===== config.mk =====
export PLATFORM = sky130hd
export DESIGN_NAME = mprj_stream_pad_bridge
export DESIGN_NICKNAME = d
export VERILOG_FILES = /design/src/rtl/mprj_stream_pad_bridge.sv
export SDC_FILE = /design/constraint.sdc
export NUM_CORES = 1
export LEC_CHECK = 0
export ABC_AREA = 1
export ABC_CLOCK_PERIOD_IN_PS = 2630
export CORE_UTILIZATION = 53
export CTS_BUF_LIST = sky130_fd_sc_hd__clkbuf_2 sky130_fd_sc_hd__clkbuf_4 sky130_fd_sc_hd__clkbuf_8
export CTS_CLUSTER_SIZE = 8
export DETAILED_ROUTE_END_ITERATION = 8
export GPL_TIMING_DRIVEN = 0
export PLACE_DENSITY_LB_ADDON = 0.08
export SLEW_MARGIN = 20
export SYNTH_ARGS = -nofsm -noshare
export SYNTH_HDL_FRONTEND = slang
export SYNTH_SLANG_ARGS = --single-unit

===== constraint.sdc =====
create_clock -name clock -period 2.63 [get_ports clock]
set_clock_uncertainty 0.05 [all_clocks]
set_input_delay 0.789 -clock clock [delete_from_list [all_inputs] [get_ports clock]]
set_output_delay 0.789 -clock clock [all_outputs]
set_load 0.02 [all_outputs]

===== src/rtl/mprj_stream_pad_bridge.sv =====
// Pad-side streaming bridge on the Caravel mprj_io bank: 8-bit ingress FIFO, 16-bit egress skid + output register.
// Optional beat/frame counters are enabled with `define MPRJ_STREAM_PAD_BRIDGE_CNT_EN.
module mprj_stream_pad_bridge #(
   parameter int IN_FIFO_DEPTH = 8,
   parameter int IN_W          = 8,
   parameter int OUT_W         = 16
) (
   input  logic             clock,
   input  logic             rstb,
   input  logic [37:0]      io_in,
   output logic [37:0]      io_out,
   output logic [37:0]      io_oeb,
   output logic [IN_W-1:0]  m_data,
   output logic             m_valid,
   output logic             m_last,
   input  logic             m_ready,
   input  logic [OUT_W-1:0] s_data,
   input  logic             s_valid,
   input  logic             s_last,
   output logic             s_ready,
   output logic             in_ovf
`ifdef MPRJ_STREAM_PAD_BRIDGE_CNT_EN
   ,
   output logic [15:0]      in_beats,
   output logic [15:0]      out_beats,
   output logic [15:0]      in_frames,
   output logic [15:0]      out_frames
`endif
);

   localparam int PTR_W = $clog2(IN_FIFO_DEPTH);
   localparam int CNT_W = PTR_W + 1;

   // Ingress state
   logic             in_ready_q;
   logic             cap_valid_q;
   logic [IN_W:0]    cap_q;
   logic [IN_W:0]    fifo_mem [IN_FIFO_DEPTH];
   logic [PTR_W-1:0] wr_ptr_q, rd_ptr_q;
   logic [CNT_W-1:0] count_q;

   // Egress state
   logic [OUT_W:0]   skid_mem [2];
   logic             skid_wr_q, skid_rd_q;
   logic [1:0]       skid_cnt_q, skid_cnt_next;
   logic             out_valid_q, out_last_q;
   logic [OUT_W-1:0] out_data_q;

   logic [IN_W-1:0]  pad_data;
   logic             pad_beat, fifo_full, fifo_push, fifo_pop, wr_blocked, in_ready_next;
   logic [CNT_W-1:0] count_next_nopop;
   logic             skid_push, skid_pop, out_load;

   // NOTE: every always_comb output gets a default first so no latch can be inferred.
   always_comb begin
      pad_data = '0;
      for (int i = 0; i < IN_W; i++) pad_data[i] = io_in[37-i];
   end

   assign pad_beat   = io_in[28] & in_ready_q;
   assign fifo_full  = (count_q == CNT_W'(IN_FIFO_DEPTH));
   assign m_valid    = (count_q != '0);
   assign fifo_pop   = m_valid & m_ready;
   assign fifo_push  = cap_valid_q & ~fifo_full;
   assign wr_blocked = cap_valid_q & fifo_full;
   assign m_data     = fifo_mem[rd_ptr_q][IN_W-1:0];
   assign m_last     = fifo_mem[rd_ptr_q][IN_W];

   // Pops are deliberately left out: the credit only needs to be safe, not tight.
   assign count_next_nopop = count_q + CNT_W'(fifo_push);
   assign in_ready_next    = ((CNT_W+1)'(count_next_nopop) + (CNT_W+1)'(pad_beat))
                             <= (CNT_W+1)'(IN_FIFO_DEPTH - 1);

   // NOTE: sequential state uses non-blocking assignments so every flop samples pre-edge values.
   always_ff @(posedge clock or negedge rstb) begin
      if (!rstb) begin
         in_ready_q  <= 1'b0;
         cap_valid_q <= 1'b0;
         cap_q       <= '0;
         wr_ptr_q    <= '0;
         rd_ptr_q    <= '0;
         count_q     <= '0;
         in_ovf      <= 1'b0;
      end else begin
         in_ready_q  <= in_ready_next;
         cap_valid_q <= pad_beat;
         if (pad_beat)   cap_q    <= {io_in[29], pad_data};
         if (fifo_push)  wr_ptr_q <= wr_ptr_q + PTR_W'(1);
         if (fifo_pop)   rd_ptr_q <= rd_ptr_q + PTR_W'(1);
         if (wr_blocked) in_ovf   <= 1'b1;
         case ({fifo_push, fifo_pop})
            2'b10:   count_q <= count_q + CNT_W'(1);
            2'b01:   count_q <= count_q - CNT_W'(1);
            default: count_q <= count_q;
         endcase
      end
   end

   assign skid_push = s_valid & s_ready;
   assign out_load  = ~out_valid_q | io_in[18];
   assign skid_pop  = out_load & (skid_cnt_q != 2'd0);

   always_comb begin
      skid_cnt_next = skid_cnt_q + 2'(skid_push) - 2'(skid_pop);
   end

   always_ff @(posedge clock or negedge rstb) begin
      if (!rstb) begin
         skid_wr_q   <= 1'b0;
         skid_rd_q   <= 1'b0;
         skid_cnt_q  <= 2'd0;
         s_ready     <= 1'b0;
         out_valid_q <= 1'b0;
         out_last_q  <= 1'b0;
         out_data_q  <= '0;
      end else begin
         skid_cnt_q <= skid_cnt_next;
         s_ready    <= (skid_cnt_next != 2'd2);
         if (skid_push) skid_wr_q <= ~skid_wr_q;
         if (skid_pop)  skid_rd_q <= ~skid_rd_q;
         if (out_load) begin
            out_valid_q <= (skid_cnt_q != 2'd0);
            if (skid_pop) {out_last_q, out_data_q} <= skid_mem[skid_rd_q];
         end
      end
   end

   // NOTE: payload storage has no reset; validity lives entirely in the reset counters and pointers.
   always_ff @(posedge clock) begin
      if (fifo_push) fifo_mem[wr_ptr_q] <= cap_q;
      if (skid_push) skid_mem[skid_wr_q] <= {s_last, s_data};
   end

   assign io_out = {10'b0, in_ready_q, 9'b0, out_valid_q, out_last_q, out_data_q};
   assign io_oeb = {10'h3FF, 1'b0, 9'h1FF, 18'h0};

   logic unused_pins;
   assign unused_pins = ^{io_in[27:19], io_in[17:0]};

`ifdef MPRJ_STREAM_PAD_BRIDGE_CNT_EN
   logic out_beat;
   assign out_beat = out_valid_q & io_in[18];

   always_ff @(posedge clock or negedge rstb) begin
      if (!rstb) begin
         in_beats   <= '0;
         in_frames  <= '0;
         out_beats  <= '0;
         out_frames <= '0;
      end else begin
         in_beats   <= in_beats   + 16'(pad_beat);
         in_frames  <= in_frames  + 16'(pad_beat & io_in[29]);
         out_beats  <= out_beats  + 16'(out_beat);
         out_frames <= out_frames + 16'(out_beat & out_last_q);
      end
   end
`endif

endmodule


* Word-level counts from Yosys, hierarchy flattened *
Memory sizes are Yosys's and may differ from the RTL's. A register that Yosys moved wholly into a read port is not among the register bits.
Index checks and enable logic that the tools add are counted.

cells by class
  add/sub/neg operators = 8
  magnitude comparators = 1
  equal/unequal tests = 4
  muxes and demuxes = 5
  bitwise logic cells = 11
  reduce and logical (&&, ||, !) cells = 5

operators with widths
  kind                                                             count
  one-hot mux 4 bit (2 select lines)                               1
  adder 3 x 1 -> 3 bit (second input constant)                     2
  AND 1 bit                                                        6
  adder 4 x 1 -> 5 bit                                             1
  less-or-equal comparator 5 x 3 -> 1 bit (second input constant)  1
  adder 4 x 1 -> 4 bit                                             1
  adder 4 x 1 -> 4 bit (second input constant)                     1
  equality test 4 bit (second input constant)                      1
  2-to-1 mux 1 bit                                                 4
  NOT 1 bit                                                        4
  nonzero test 2 bit                                               2
  nonzero test 4 bit                                               1
  subtractor 4 x 1 -> 4 bit (second input constant)                1
  adder 2 x 1 -> 2 bit                                             1
  equality test 2 x 1 -> 1 bit (second input constant)             1
  equality test 2 bit (second input constant)                      1
  inequality test 2 bit (second input constant)                    1
  AND reduction 2 bit                                              1
  subtractor 2 x 1 -> 2 bit                                        1
  logical NOT 1 bit                                                1
  bitwise OR 1 bit                                                 1

word-level totals
  register bits = 28
  RAM bits = 106
  input port bits = 59
  output and inout port bits = 88
  logic and storage cells = 48
  memories kept = 2

memory list
  name      words  width  rd ports  clocked after memory_dff  wr ports  line  RTL
  fifo_mem  8      9      1         0                         1         38    logic [IN_W:0] fifo_mem [IN_FIFO_DEPTH];
  skid_mem  2      17     1         1                         1         43    logic [OUT_W:0] skid_mem [2];

* Depth between registers and ports, before layout *
Gate-level depths: netlist of run 1.

  word-level depth = 6
  depth in mapped cells = 13
  depth with buffers taken out = 13

* Worst setup path before layout of run 1 *
OpenSTA, ideal clock, no wires.

  path kind = register to register
  start point = register count_q[1]
  end point = register count_q[3]
  setup time = 0.116 ns
  arrival = 1.929 ns
  required time = 2.464 ns
  path slack = 0.535 ns
  stages on the path, launching flop included = 12
  path buffers = 0
  period minus slack after synthesis = 2.095 ns
  cell sequence = dfrtp_1 > nor2_2 > nand3_2 > nand2_2 > inv_1 > ha_1 > ha_1 > or2_2 > nand3_1 > nand2_1 > nand2_1 > nand2_1

on the way
  elaborated cells on any way between the ends = 11
  those cells by class = add/sub: 2; eq/ne: 3; mux: 1; bitwise: 3; reduce/logical: 2

RTL lines
  element                                                                          line  RTL
  start: declaration                                                               40    logic [CNT_W-1:0] count_q;
  start signal: assignment                                                         92    2'b10: count_q <= count_q + CNT_W'(1);
  start signal: assignment                                                         93    2'b01: count_q <= count_q - CNT_W'(1);
  start signal: assignment                                                         94    default: count_q <= count_q;
  nonzero test 4 bit (*)                                                           62    assign m_valid = (count_q != '0);
  net m_valid                                                                      14    output logic m_valid,
  AND 1 bit (*)                                                                    63    assign fifo_pop = m_valid & m_ready;
  net fifo_pop                                                                     50    logic pad_beat, fifo_full, fifo_push, fifo_pop, wr_blocked, in_ready_next;
  equality test 2 x 1 -> 1 bit / equality test 2 bit (equally long branches)       91    case ({fifo_push, fifo_pop})
  one-hot mux 4 bit (2 select lines) / nonzero test 2 bit (equally long branches)  --

The timed path passes the listed nets; every way through them passes the cells marked *.
A chain may end at the register's enable or synchronous reset.

* Final worst setup path of run 1 *
  start point = register rd_ptr_q[0]
  end point = output port m_data[4]

on the way
  longest elaborated chain between the ends = 1

RTL lines
  element                   line  RTL
  start: declaration        39    logic [PTR_W-1:0] wr_ptr_q, rd_ptr_q;
  start signal: assignment  89    if (fifo_pop) rd_ptr_q <= rd_ptr_q + PTR_W'(1);
  memory read (8 x 9 bit)   --
  end: declaration          13    output logic [IN_W-1:0] m_data,

No other way between the ends.

==> reports/metrics.csv, run 1 <==
stage;metric;value;unit
detailed_routing;drt first pass iters;5;
yosys;warnings from Yosys;0;
setup_path;Critical Path AT;1830;ps
placed_design;Placed Area;7858;um^2
setup_path;R2R Setup Slk;450;ps
floorplan;Die W;115.1;um
yosys;Simple-Gate Fraction of Synth Area;14.92;%
detailed_routing;DRT Wirelength;13250;um
timing;worst rel slew slack;35.54;%
power;LEAKAGE;3.674;nW
timing;Slew @ Worst Pin;963.3;ps
clock_network;hold_buf cts;0;
yosys;Syn Area/Cell;11.39;um^2
clock_network;CTS sink cnt;151;
yosys;largest cells by area after synthesis;edfxtp_1, dfrtp_1, nand2_1;
clock_network;Clock Tree Root;clkbuf_8;
setup_path;type of destination of the critical path;output port;
yosys;Netlist cell types;33;
timing;FMAX;0.3754;GHz
power;PD cells;1177;nW/um^2
detailed_routing;DRT iter0 DRCs;302;
timing;post-layout minimum cycle time;2664;ps
detailed_routing;Avg WL per Cell;14.29;um
timing;Final Setup Violations;5;
yosys;post-synthesis mux area share;0;%
yosys;Post-Synth XOR/XNOR Area;1.034;%
cells_and_area;# nets final;817;
floorplan;placeable core area;12260;um^2
placed_design;gpl congestion;0.7825;
clock_network;Worst-path clk slew;80;ps
yosys;largest family of logic cells by synthesized area;simple AND/OR/NAND/NOR gates;
status;failing checks;setup timing;
yosys;most numerous cell in the Yosys netlist;nand2_1;
yosys;Seq/Total Area, Yosys;63.58;%
yosys;async set-reset flop share out of synthesis;29.80;%
yosys;Synth top cells by count;nand2_1, edfxtp_1, buf_4;
clock_network;Max Root-Sink Buffers;2;
cells_and_area;Ant. Diodes;0;
setup_path;CP required;1790;ps
grt;gr ovfl total;0;
setup_path;Crit Path Max Fanout;4;
flow_run;max_cap viols;0;
detailed_routing;vias per inst;4.738;
worst_hold_path;worst hold path type;in -> async;
floorplan;Die Y;115.1;um
placed_design;placed wire-length estimate;8884;um
yosys;top-area cell type share of the netlist area;46.96;%
clock_network;Skew-Pair Late Insertion Delay;440;ps
yosys;Post-synth EDFFs;106;
power;Max VDD drop;0.5746;mV
setup_path;critical path class;reg -> out;
clock_network;CTS tree;done;
setup_path;Max stage delay cell, worst path;dfrtp_1;
yosys;Main synth FF type;edfxtp_1;
clock_network;H-tree levels;4;
timing;Final Hold Fails;0;
grt;vias in the first global route;4100;
timing;final worst slack;-34.09;ps
detailed_routing;via count;4392;
clock_network;CTS buffer count;17;
yosys;area of the mapped netlist;6778;um^2
yosys;area leader, netlist;edfxtp_1;
grt;total track usage;20.66;%
floorplan;I/O pin total;147;
cells_and_area;Syn-to-layout area delta;27.21;%
detailed_routing;ANT nets after route;0;
floorplan;Die Area;13240;um^2
yosys;post-synthesis cell count;595;
yosys;Synth Area in Adders;2.326;%
status;status;finished, violations left;
floorplan;Initial Util;55.28;%
yosys;Seq cells post-synth;151;
grt;pin count of the biggest net entering global routing;32;
detailed_routing;DR DRC count;0;
cells_and_area;number of filler cells placed in the layout;895;
floorplan;std cell rows;40;
grt;first-pass GRT wire length;19950;um
cells_and_area;final instance area;8622;um^2
setup_path;CP max stage delay;430;ps
cells_and_area;share of layout cells above drive strength 1;27.01;%
power;Overall Power;10.15;mW
setup_path;type of origin of the critical path;flop;
grt;initial antenna violation count;0;
timing;RSZ-0062 raised after global routing;true;
timing;Slew Limit Fails;0;
placed_design;# port buffers;62;
yosys;Compound-Gate Fraction of Synth Area;6.738;%
timing;period utilization;101.3;%
setup_path;critical-path cell list;bufbuf_16, nor2_1, nor2_1, o21ai_1, nand2_1, nand2_1, nand2_2, buf_6;
-- path summary, 6_finish.rpt --
kind | cells after the start | start | end
min in group clock | 2 | out_data_q[13] | out_data_q[13]
hold reg to reg | 2 | out_data_q[13] | out_data_q[13]
setup reg to reg | 11 | count_q[1] | count_q[3]
max in group asynchronous | 2 | rstb | count_q[3]
setup / recovery | 8 | rd_ptr_q[0] | m_data[4]
hold / removal | 1 | rstb | out_data_q[1]
-- repair_timing --
action	CTS	global route
resized for setup	58	37
pin swaps	5	12
cloned	1	6
endpoints found under the hold margin	0	0
endpoints found under the setup margin	9	10
buffers inserted	4	1
-- power by group --
group	total [mW]	internal (mW)	leakage (nW)	switching, mW
Combinational	4.56	2.07	1.96	2.49
Sequential	3.81	3.34	1.51	0.474
Clock	1.78	0.942	0.202	0.842
-- cells in the final DEF, fill, tap and decap left out, types with 9 or more instances in the layout --
cell type,Yosys,layout
buf_4,62,68
buf_6,10,16
clkbuf_8,0,20
clkdlybuf4s50_1,0,51
conb_1,2,57
dfrtp_1,45,45
edfxtp_1,106,106
ha_1,11,11
inv_1,19,19
nand2_1,147,139
nand2_2,6,14
nor2_1,58,46
nor2_2,2,13
o21ai_0,25,23
o21ai_1,35,29
o21ai_2,17,24
or2_0,10,10
or2_2,9,9
-- per-layer routing --
metal  wire [um]  share of wire (%)  GRT usage (%)
met5           0                  0              0
met4         259                2.0          9.784
met3         817                6.2          5.061
met2        7164                 54          36.59
met1        5006                 38          23.56
-- final cells by class --
cell class                 count  area [um^2]  share of cell area (%)
clock buffer                  22        290.3                   3.367
inverter                      26        128.9                   1.495
sequential                   151         4309                   49.98
tap                          168        210.2                   2.438
timing repair inverter         1        16.27                  0.1887
clock inverter                10        118.9                   1.379
multi-input combinational    396         2002                   23.22
buffer                        77        674.4                   7.822
timing repair buffer          76        872.1                   10.11
-- stage by stage --
step	cells	hold WS [ps]	util (%)	setup slack [ps]	setup TNS, ps
4_1_cts	920	196.0	68.06	-52.08	-120.7
6_report	927	217.7	70.32	-34.09	-74.38
2_1_floorplan	650	404.2	-	535.1	0
3_5_place_dp	883	419.0	64.08	-71.89	-125.3
3_3_place_gp	880	415.3	63.73	-590.5	-37860
5_1_grt	927	219.1	70.32	-149.2	-852.5
-- kinds of logic (layout without fill, tap and decap cells) --
group	after synthesis	after routing
compound gates	78	78
buf+inv	103	212
xor+xnor	8	8
other cells	2	57
flops	151	151
simple gates	241	241
fa+ha+maj	12	12
-- sequential cells by signal, indices dropped and copies added (netlist names) --
| register | count |
|---|---|
| out_valid_q | 1 |
| skid_cnt_q | 2 |
| out_data_q | 16 |
| wr_ptr_q | 3 |
| s_ready | 1 |
| cap_valid_q | 1 |
| skid_rd_q | 1 |
| in_ready_q | 1 |
| skid_wr_q | 1 |
| skid_mem | 34 |
| in_ovf | 1 |
| out_last_q | 1 |
| fifo_mem | 72 |
| rd_ptr_q | 3 |
| count_q | 4 |
| cap_q | 9 |
-- worst max-delay path: cells and delay by family, from the launching register on --
family,cells,cell delay [ps]
simple gates,5,460
flops,1,430
buf+inv,2,420
compound gates,1,80
Note: power is estimated with default switching activity, not from simulation.
==> run 2: changes to the inputs <==
ABC_CLOCK_PERIOD_IN_PS = 2900   (was 2630)
clock period = 2.9 ns   (was 2.63 ns; I/O delays follow)
==> run 2 against run 1 <==
Against the previous run: the run now ends clean; via count down 2.9%; clock power decreased by 9%; critical path depth did not move.
==> reports/metrics.csv, run 2 (synthesized netlist as in run 1, its figures left out) <==
stage;metric;value;unit;change
placed_design;placed wire-length estimate;8884;um;unchanged
timing;FMAX;0.3614;GHz;
floorplan;Die Y;115.1;um;unchanged
setup_path;worst r2r dst;count_q[3];;
worst_hold_path;worst hold path type;in -> async;;
setup_path;critical path class;reg -> out;;
setup_path;CP max stage delay;400;ps;-30 ps
clock_network;CTS sink cnt;151;;unchanged
power;LEAKAGE;3.520;nW;-4.2%
timing;RSZ-0062 raised after global routing;false;;
floorplan;std cell rows;40;;unchanged
cells_and_area;# nets final;805;;-1.5%
clock_network;Clock Tree Root;clkbuf_8;;
timing;Slew @ Worst Pin;920.0;ps;-43.30 ps
floorplan;I/O pin total;147;;unchanged
setup_path;CP required;1980;ps;+190 ps
cells_and_area;share of layout cells above drive strength 1;22.36;%;-4.7 points
cells_and_area;Reg area;4309;um^2;unchanged
grt;gr ovfl total;0;;unchanged
timing;worst rel slew slack;38.44;%;+2.9 points
clock_network;CTS buffer count;17;;unchanged
cells_and_area;Non-Filler Instances;915;;-1.3%
setup_path;type of origin of the critical path;flop;;
cells_and_area;max reg flops;72;;unchanged
floorplan;Die W;115.1;um;unchanged
clock_network;hold_buf cts;0;;unchanged
setup_path;R2R Setup Slk;720;ps;+270 ps
detailed_routing;ANT nets after route;0;;unchanged
setup_path;type of destination of the critical path;output port;;
power;Overall Power;8.532;mW;-16%
setup_path;CP top delay family;buffers and inverters;;
setup_path;CP bufs+invs;4;;+2
status;status;finished, final reports clean;;
clock_network;CTS tree;done;;
cells_and_area;Syn-to-layout area delta;21.49;%;
detailed_routing;DRT iter0 DRCs;196;;-35%
cells_and_area;biggest regs;fifo_mem (72), skid_mem (34), out_data_q (16);;
cells_and_area;multi-input logic area;1914;um^2;-4.4%
setup_path;CP startpoint;rd_ptr_q[1];;
grt;gr busiest metal;met2;;
setup_path;Critical Path AT;1850;ps;+20 ps
setup_path;Crit Path Max Fanout;10;;+6
grt;vias in the first global route;4062;;-0.93%
cells_and_area;most frequent cells in the layout;nand2_1, edfxtp_1, buf_4;;
power;Max VDD drop;0.5216;mV;-9.2%
timing;final worst slack;133.3;ps;+167.4 ps
placed_design;gpl congestion;0.7825;;unchanged
timing;Final Setup Violations;0;;-5
placed_design;# port buffers;62;;unchanged
floorplan;Die Area;13240;um^2;unchanged
detailed_routing;Avg WL per Cell;13.82;um;-3.3%
grt;pin count of the biggest net entering global routing;32;;unchanged
timing;Slew Limit Fails;0;;unchanged
setup_path;Max stage delay cell, worst path;dfrtp_1;;
timing;period utilization;95.40;%;
detailed_routing;DRT Wirelength;12640;um;-4.6%
floorplan;placeable core area;12260;um^2;unchanged
clock_network;H-tree levels;4;;unchanged
clock_network;Skew-Pair Late Insertion Delay;440;ps;about the same
grt;GRT met2 Usage;35.94;%;-0.64 points
cells_and_area;most common cell after layout, fill and taps aside;nand2_1;;
grt;total track usage;20.52;%;-0.14 points
flow_run;max_cap viols;0;;unchanged
placed_design;Inst Count DP;883;;unchanged
setup_path;critical-path cell list;buf_6, inv_8, buf_8, o21ai_0, o21ai_1, nand2_1, nand2_1, buf_6;;
detailed_routing;via count;4263;;-2.9%
grt;met1 layer usage reported by global route;23.31;%;-0.25 points
grt;met3 Resource Use GR;5.957;%;+0.90 points
timing;Final Hold Fails;0;;unchanged
cells_and_area;number of filler cells placed in the layout;937;;+4.7%
grt;initial antenna violation count;0;;unchanged
power;PD cells;1036;nW/um^2;-12%
detailed_routing;drt first pass iters;5;;unchanged
grt;first-pass GRT wire length;19780;um;-0.86%
cells_and_area;Ant. Diodes;0;;unchanged
detailed_routing;DR DRC count;0;;unchanged
cells_and_area;Largest Register;fifo_mem;;
setup_path;worst reg2reg startpoint;count_q[1];;
clock_network;Worst-path clk slew;80;ps;about the same
placed_design;Setup WS pre-CTS;117.1;ps;+189.0 ps
clock_network;Max Root-Sink Buffers;2;;unchanged
setup_path;R2R cell count;11;;unchanged
floorplan;Initial Util;55.28;%;unchanged
timing;post-layout minimum cycle time;2767;ps;
detailed_routing;vias per inst;4.659;;-1.7%
## run 2: cell count changes in the layout (fill, tap and decap cells not counted), moves of 5 or more
cell,change
nor2_1,+10
nor2_2,-9
nand2_1,+8
nand2_2,-8
o21ai_2,-7
buf_4,-6
o21ai_1,+6
clkbuf_16,-5
clkbuf_2,+5
## run 2: repair_timing
item | CTS | global route
setup buffers | 0 | 0
gates resized for setup | 19 | 16
pin swaps | 0 | 3
setup endpoints to repair | 9 | 9
endpoints found under the hold margin | 0 | 0
## run 2: metrics by stage
stage	TNS, ps	hold WS [ps]	util (%)	area [um^2]
after floorplan	0	404.2	-	6984
after global placement	-22860	415.3	63.73	7815
after detailed placement	0	419.0	64.08	7858
after CTS	-42.59	277.0	67.43	8268
after global routing	0	291.1	67.15	8234
final	0	296.9	67.15	8234
## run 2: layout make-up
class	count	share of cell area (%)
inverter	26	1.459
sequential	151	52.33
clock inverter	10	1.444
tap	168	2.553
timing repair buffer	65	7.522
clock buffer	22	3.525
multi-input combinational	396	23.25
buffer	77	7.917
## run 2: how the worst max path moves through the flow
stage,endpoint,slack (ps),cells past startpoint
after floorplan,count_q[3],730,9
after global placement,cap_q[1],-400,1
after detailed placement,m_data[5],120,8
after CTS,m_data[5],-40,8
after global routing,m_data[5],3,8
final,m_data[5],130,8
## run 2: metal layers
metal	wire (um)	vias up
met4	223	0
li1	-	2130
met2	6730	113
met3	697	13
met1	4991	2007
met5	0	-
## run 2: power by group
part	leakage, nW	switching [mW]	internal [mW]
logic	1.81	2.05	1.42
registers	1.51	0.417	3.02
clock network	0.202	0.765	0.854
